## config.mk

```make
export PLATFORM = sky130hd
export DESIGN_NAME = gpio_wr_arbiter_flat
export DESIGN_NICKNAME = d
export VERILOG_FILES = /design/src/rtl/gpio_pkg.sv /design/src/rtl/gpio_wr_arbiter_if.sv /design/src/rtl/gpio_pat_timer.sv /design/src/rtl/gpio_wr_arbiter.sv /design/src/flat_wrapper.sv
export SDC_FILE = /design/constraint.sdc
export NUM_CORES = 1
export LEC_CHECK = 0
export ABC_AREA = 1
export BUFFER_PORTS_ARGS = -buffer_cell sky130_fd_sc_hd__buf_2
export CORE_MARGIN = 3
export CORE_UTILIZATION = 47
export DETAILED_ROUTE_END_ITERATION = 10
export PLACE_DENSITY = 0.74
export SLEW_MARGIN = 20
export SYNTH_ARGS = -nofsm -noshare
export SYNTH_HDL_FRONTEND = slang
export SYNTH_SLANG_ARGS = --single-unit
```

## constraint.sdc

```tcl
create_clock -name clk -period 1.5 [get_ports clk]
set_input_delay 0 -clock clk [delete_from_list [all_inputs] [get_ports clk]]
set_output_delay 0 -clock clk [all_outputs]
set_load 0.02 [all_outputs]
```

## src/rtl/gpio_pkg.sv

```systemverilog
// Shared field layout, reset value, FSM/grant encodings and data helpers
// for the GPIO/LED write arbiter.
package gpio_pkg;

  localparam int GPIO_HI = 31;
  localparam int GPIO_LO = 10;
  localparam int LED_HI  = 9;
  localparam int LED_LO  = 2;
  localparam int CSET_HI = 1;
  localparam int CSET_LO = 0;

  localparam logic [31:0] RESET_VAL_DEF = 32'h0000_02A8;

  typedef enum logic [0:0] {S_IDLE = 1'b0, S_ISSUE = 1'b1} state_e;
  typedef enum logic [0:0] {GNT_CPU = 1'b0, GNT_PAT = 1'b1} gnt_e;

  function automatic logic [31:0] mask_expand(input logic [3:0] be);
    logic [31:0] m;
    for (int i = 0; i < 4; i++) m[8*i +: 8] = {8{be[i]}};
    return m;
  endfunction

  // LED field rotates left by one; bit LED_HI wraps to LED_LO.
  function automatic logic [31:0] led_rotl(input logic [31:0] w);
    logic [31:0] r;
    r = w;
    r[LED_HI:LED_LO] = {w[LED_HI-1:LED_LO], w[LED_HI]};
    return r;
  endfunction

endpackage

```

## src/rtl/gpio_wr_arbiter_if.sv

```systemverilog
// CPU write handshake into the arbiter: level request held until a
// one-cycle ack.
interface gpio_wr_arbiter_if;
  logic        cpu_req;
  logic [31:0] cpu_wdata;
  logic [3:0]  cpu_mask;
  logic        cpu_ack;

  modport master (output cpu_req, cpu_wdata, cpu_mask, input cpu_ack);
  modport slave  (input cpu_req, cpu_wdata, cpu_mask, output cpu_ack);
endinterface

```

## src/rtl/gpio_pat_timer.sv

```systemverilog
// Free-running step timer for the LED rotate pattern; raises a single
// sticky pending flag on each wrap.
module gpio_pat_timer (
  input  logic        clk,
  input  logic        rst_n,
  input  logic        pat_en,
  input  logic [15:0] pat_period,
  input  logic        pat_clr,
  output logic        pat_pend
);

  logic [15:0] cnt;
  logic        pend_q;
  logic        wrap;

  // >= keeps the timer sane if pat_period is lowered below the current count.
  assign wrap = (cnt >= pat_period);

  always_ff @(posedge clk or negedge rst_n) begin
    if (!rst_n) begin
      cnt    <= '0;
      pend_q <= 1'b0;
    end else if (!pat_en) begin
      cnt    <= '0;
      pend_q <= 1'b0;
    end else begin
      cnt    <= wrap ? 16'd0 : cnt + 16'd1;
      pend_q <= wrap | (pend_q & ~pat_clr);
    end
  end

  // Gated so a pending step dies in the same cycle pat_en drops.
  assign pat_pend = pend_q & pat_en;

endmodule

```

## src/rtl/gpio_wr_arbiter.sv

```systemverilog
// Two-state write arbiter between CPU masked writes and the LED pattern
// engine; keeps a shadow of the last word written to the device.
module gpio_wr_arbiter
  import gpio_pkg::*;
#(
  parameter logic [31:0] RESET_VAL = RESET_VAL_DEF
) (
  input  logic               clk,
  input  logic               rst_n,
  gpio_wr_arbiter_if.slave   cpu,
  input  logic               pat_en,
  input  logic [15:0]        pat_period,
  output logic               gpio_we,
  output logic [31:0]        gpio_wdata,
  output logic [31:0]        shadow,
  output logic               busy
);

  localparam logic [0:0] IDLE  = S_IDLE;
  localparam logic [0:0] ISSUE = S_ISSUE;

  logic [0:0]  state;
  gnt_e        last_gnt;
  logic        ack_q;
  logic        pat_pend;
  logic        pat_clr;
  logic        take;
  logic        gnt_cpu;
  logic [31:0] cpu_word;
  logic [31:0] pat_word;
  logic [31:0] m;

  gpio_pat_timer u_tmr (
    .clk        (clk),
    .rst_n      (rst_n),
    .pat_en     (pat_en),
    .pat_period (pat_period),
    .pat_clr    (pat_clr),
    .pat_pend   (pat_pend)
  );

  // On a tie the requester not granted last wins.
  always_comb begin
    take    = (state == IDLE) && (cpu.cpu_req || pat_pend);
    gnt_cpu = cpu.cpu_req && (!pat_pend || last_gnt == GNT_PAT);
    pat_clr = take && !gnt_cpu;
    m        = mask_expand(cpu.cpu_mask);
    cpu_word = (shadow & ~m) | (cpu.cpu_wdata & m);
    pat_word = led_rotl(shadow);
  end

  always_ff @(posedge clk or negedge rst_n) begin
    if (!rst_n) begin
      state      <= IDLE;
      last_gnt   <= GNT_PAT;
      gpio_we    <= 1'b0;
      ack_q      <= 1'b0;
      gpio_wdata <= RESET_VAL;
      shadow     <= RESET_VAL;
    end else begin
      case (state)
        IDLE: begin
          if (take) begin
            state      <= ISSUE;
            gpio_we    <= 1'b1;
            ack_q      <= gnt_cpu;
            last_gnt   <= gnt_cpu ? GNT_CPU : GNT_PAT;
            gpio_wdata <= gnt_cpu ? cpu_word : pat_word;
          end
        end
        default: begin
          state   <= IDLE;
          gpio_we <= 1'b0;
          ack_q   <= 1'b0;
          shadow  <= gpio_wdata;
        end
      endcase
    end
  end

  assign cpu.cpu_ack = ack_q;
  assign busy        = (state == ISSUE);

endmodule

```

## src/flat_wrapper.sv

```systemverilog
// flat-port wrapper written by rule: the top's interface ports become plain ports
module gpio_wr_arbiter_flat import gpio_pkg::*;
#(
  parameter logic [31:0] RESET_VAL = RESET_VAL_DEF
)
  (clk, rst_n, pat_en, pat_period, gpio_we, gpio_wdata, shadow, busy, cpu_cpu_req, cpu_cpu_wdata, cpu_cpu_mask, cpu_cpu_ack);
  gpio_wr_arbiter_if cpu_i ();
  input  logic clk;
  input  logic rst_n;
  input  logic pat_en;
  input  logic [15:0] pat_period;
  output logic gpio_we;
  output logic [31:0] gpio_wdata;
  output logic [31:0] shadow;
  output logic busy;
  input wire logic [$bits(cpu_i.cpu_req)-1:0] cpu_cpu_req;
  input wire logic [$bits(cpu_i.cpu_wdata)-1:0] cpu_cpu_wdata;
  input wire logic [$bits(cpu_i.cpu_mask)-1:0] cpu_cpu_mask;
  output wire logic [$bits(cpu_i.cpu_ack)-1:0] cpu_cpu_ack;
  assign cpu_i.cpu_req = cpu_cpu_req;
  assign cpu_i.cpu_wdata = cpu_cpu_wdata;
  assign cpu_i.cpu_mask = cpu_cpu_mask;
  assign cpu_cpu_ack = cpu_i.cpu_ack;
  gpio_wr_arbiter #(.RESET_VAL(RESET_VAL)) u_core (.clk(clk), .rst_n(rst_n), .cpu(cpu_i), .pat_en(pat_en), .pat_period(pat_period), .gpio_we(gpio_we), .gpio_wdata(gpio_wdata), .shadow(shadow), .busy(busy));
endmodule
```

==> metrics.txt <==
met3 usage in global routing 5.19%; number of warnings reported in the yosys synthesis log 0; Die W 100 um; count of final setup violators 17; setup slack of the critical path after layout -0.0907 ns; reg2reg start u_core.u_tmr.cnt[15]; share of the clock period used by the worst path 106%; clock-pin slew of the registers on the worst-case setup and hold paths 0.09 ns; flip-flop and latch count after synthesis 85; core occupancy in the finished layout 68.4%; sequential cell area fraction in the yosys report 51.0%; kind of path behind the tightest hold check in2reg; CTS tree yes; worst setup path category reg2reg; number of placed instances, taps included 741; routability congestion estimate 0.909; core box area 8420 sq um; Post-Syn Instances 508; required time worst endpoint 1.73 ns; Final Max Slew Viols 0; number of global-route vias before repair 4078; Area Overhead vs Synth 37.4%; count of input and output buffers 122; Crit. End Element register; FP Rows 33; clock tree sinks 85; count of antenna diodes in the layout 0; CP arrival 1.82 ns; Max Cap Violations 0; GR Overflow Total 0; TritonCTS Buffers 9; worst vdd ir 0.770 mV; startpoint of the lowest-slack hold path cpu_cpu_mask[0]; CTS HTree Levels 3; syn_nets 581; routing usage on met1 29.5%; Via-to-Cell Ratio 5.02; leakage power 2.94 nW; Synth Cell Area 4190 sq um; residual antenna-violating net count after detailed routing 0; Starting DRT DRC Count 228; max-slew headroom at the worst pin 68.9%; upper clock frequency limit 629 MHz; average wire per cell in the routed design 14.5 um; layer carrying the most global-route usage met2; die height 100 um; vias post-DR 3993; post-synthesis area per instance 8.26 sq um; Pre-Repair DR Iteration Count 5; area enclosed by the die boundary 10100 sq um; number of buffers on the longest clock path 2; number of top-level design ports 123; Worst Skew 0.00984 ns; outcome finished, violations left; worst-margin pin slew 0.467 ns; clock period minus worst slack 1.59 ns; CP startpoint kind register; worst hold slack 0.0286 ns; routed wire length 11.5 mm; met2 Use GR 39.8%; total track usage 23.3%; Clock Latency Late Sink 0.35 ns; total power draw 6.42 mW; violated checks negative setup slack; pwr dens 1110 nW/um^2; final std cells w/o fill 795; Starting Density 49.8%; crit-path max FO 8; final hold violations 0; unrepaired setup endpoints after global routing yes; half-perimeter wire length after placement 7.72 mm; Layout Nets 758; distinct cell type count after synthesis 28; initial antenna violation count 0; cell at the root of the clock tree sky130_fd_sc_hd__clkbuf_8; beginning of the critical path u_core.u_tmr.cnt[15]; Residual DRC 0; fraction of layout instances using a drive strength above 1 31.9%; wire length of the first global-routing pass 18.9 mm; pin count of the biggest net entering global routing 45
[worst max-delay path, cell delays in order, from the launching register on]
cell                      delay, ns
sky130_fd_sc_hd__dfrtp_1       0.40
sky130_fd_sc_hd__ha_1          0.30
sky130_fd_sc_hd__nand2_1       0.11
sky130_fd_sc_hd__nor3_2        0.27
sky130_fd_sc_hd__nand2_4       0.10
sky130_fd_sc_hd__nand3_4       0.09
sky130_fd_sc_hd__buf_8         0.16
sky130_fd_sc_hd__nor2_2        0.05
[path summary, 6_finish.rpt]
check	cells past startpoint	endpoint	slack, ns
worst max-delay path	7	u_core.u_tmr.cnt[15]	-0.09
worst min-delay path	3	u_core.gpio_wdata[0]	0.03
worst max register to register	7	u_core.u_tmr.cnt[15]	-0.09
worst min register to register	2	u_core.gpio_wdata[9]	0.50
max in group asynchronous	3	u_core.u_tmr.cnt[5]	0.73
min in group asynchronous	2	u_core.gpio_wdata[28]	0.13
[logic make-up (layout without fill, tap and decap cells)]
family	count (synthesis)	after routing	share of synthesized area [%]
xor gates and xnor gates	13	13	2.71
DFF	85	85	51.0
adders and majority gates	17	17	5.07
and+or+nand+nor	247	247	24.1
buffers and inverters	62	244	6.32
AOI/OAI and AO/OA	84	84	10.8
[sequential cells by signal, indices dropped and copies added, names as in the netlist]
register / cells
u_core.busy: 1
u_core.cpu.cpu_ack: 1
u_core.gpio_wdata: 32
u_core.gpio_we: 1
u_core.last_gnt: 1
u_core.shadow: 32
u_core.u_tmr.cnt: 16
u_core.u_tmr.pend_q: 1
[metal layers]
layer | part of all wire, % | vias to the layer above
li1 | - | 1987
met1 | 42 | 1841
met2 | 50 | 145
met3 | 6.3 | 20
met4 | 2.0 | 0
met5 | 0 | -
[repair_timing]
action | CTS | global route
setup buffers | 3 | 7
hold buffers | 28 | 0
gates resized for setup | 12 | 26
hold endpoints to repair | 93 | 0
pin swaps | 4 | 7
cloned | 0 | 0
setup endpoints to repair | 16 | 31
[synthesized netlist by cell type (all sizes together)]
cell type / number / share of area [%]
o21bai: 1 / 0.18
xnor2: 3 / 0.63
xor2: 10 / 2.1
ha: 17 / 5.1
o21ai: 40 / 4.8
a31oi: 13 / 1.9
nand4: 1 / 0.15
nor2: 59 / 5.3
inv: 41 / 3.7
a21oi: 29 / 3.7
dfrtp: 76 / 45
buf: 11 / 1.8
o21a: 1 / 0.18
nor3: 5 / 0.98
nand2: 151 / 14
nand3: 31 / 3.9
clkbuf: 10 / 0.90
dfstp: 9 / 5.6
[layout by cell type (no fill, tap or decap), types with 7 or more instances in the layout]
| cell type | n |
|---|---|
| sky130_fd_sc_hd__o21ai_1 | 7 |
| sky130_fd_sc_hd__clkbuf_8 | 9 |
| sky130_fd_sc_hd__dlygate4sd3_1 | 28 |
| sky130_fd_sc_hd__nor2_1 | 48 |
| sky130_fd_sc_hd__xor2_1 | 10 |
| sky130_fd_sc_hd__buf_4 | 29 |
| sky130_fd_sc_hd__a21oi_1 | 25 |
| sky130_fd_sc_hd__inv_1 | 37 |
| sky130_fd_sc_hd__dfrtp_1 | 76 |
| sky130_fd_sc_hd__nand2_1 | 144 |
| sky130_fd_sc_hd__ha_1 | 12 |
| sky130_fd_sc_hd__a31oi_1 | 13 |
| sky130_fd_sc_hd__nor2_2 | 8 |
| sky130_fd_sc_hd__dfstp_2 | 9 |
| sky130_fd_sc_hd__o21ai_0 | 33 |
| sky130_fd_sc_hd__buf_2 | 121 |
| sky130_fd_sc_hd__nand3_1 | 29 |
[report_power, final]
| group | leakage (nW) | switching [mW] | internal [mW] | total (mW) |
|---|---|---|---|---|
| Combinational | 1.81 | 1.21 | 0.690 | 1.90 |
| Clock | 0.0856 | 0.852 | 0.607 | 1.46 |
| Sequential | 1.04 | 0.332 | 2.73 | 3.06 |
| Total | 2.94 | 2.39 | 4.03 | 6.42 |
[final cells by class]
| class | instances | area (sq um) |
|---|---|---|
| fillers | 661 | 2660 |
| clock buffers | 9 | 124 |
| flip-flops and latches | 85 | 2140 |
| inverters | 41 | 154 |
| well taps | 105 | 131 |
| multi-input cells | 361 | 1930 |
| clock inverters | 7 | 51.3 |
| repair buffers | 187 | 1240 |
[through the flow]
step,area [sq um],setup WS (ns),setup TNS [ns]
after floorplan,4200,0.00626,0
after CTS,5590,-0.0551,-0.731
after detailed placement,5070,-0.107,-1.06
final,5760,-0.0907,-1.19
after global placement,5070,-0.0167,-0.236
after global routing,5760,-0.170,-2.44
Note: power is estimated with default switching activity, not from simulation.
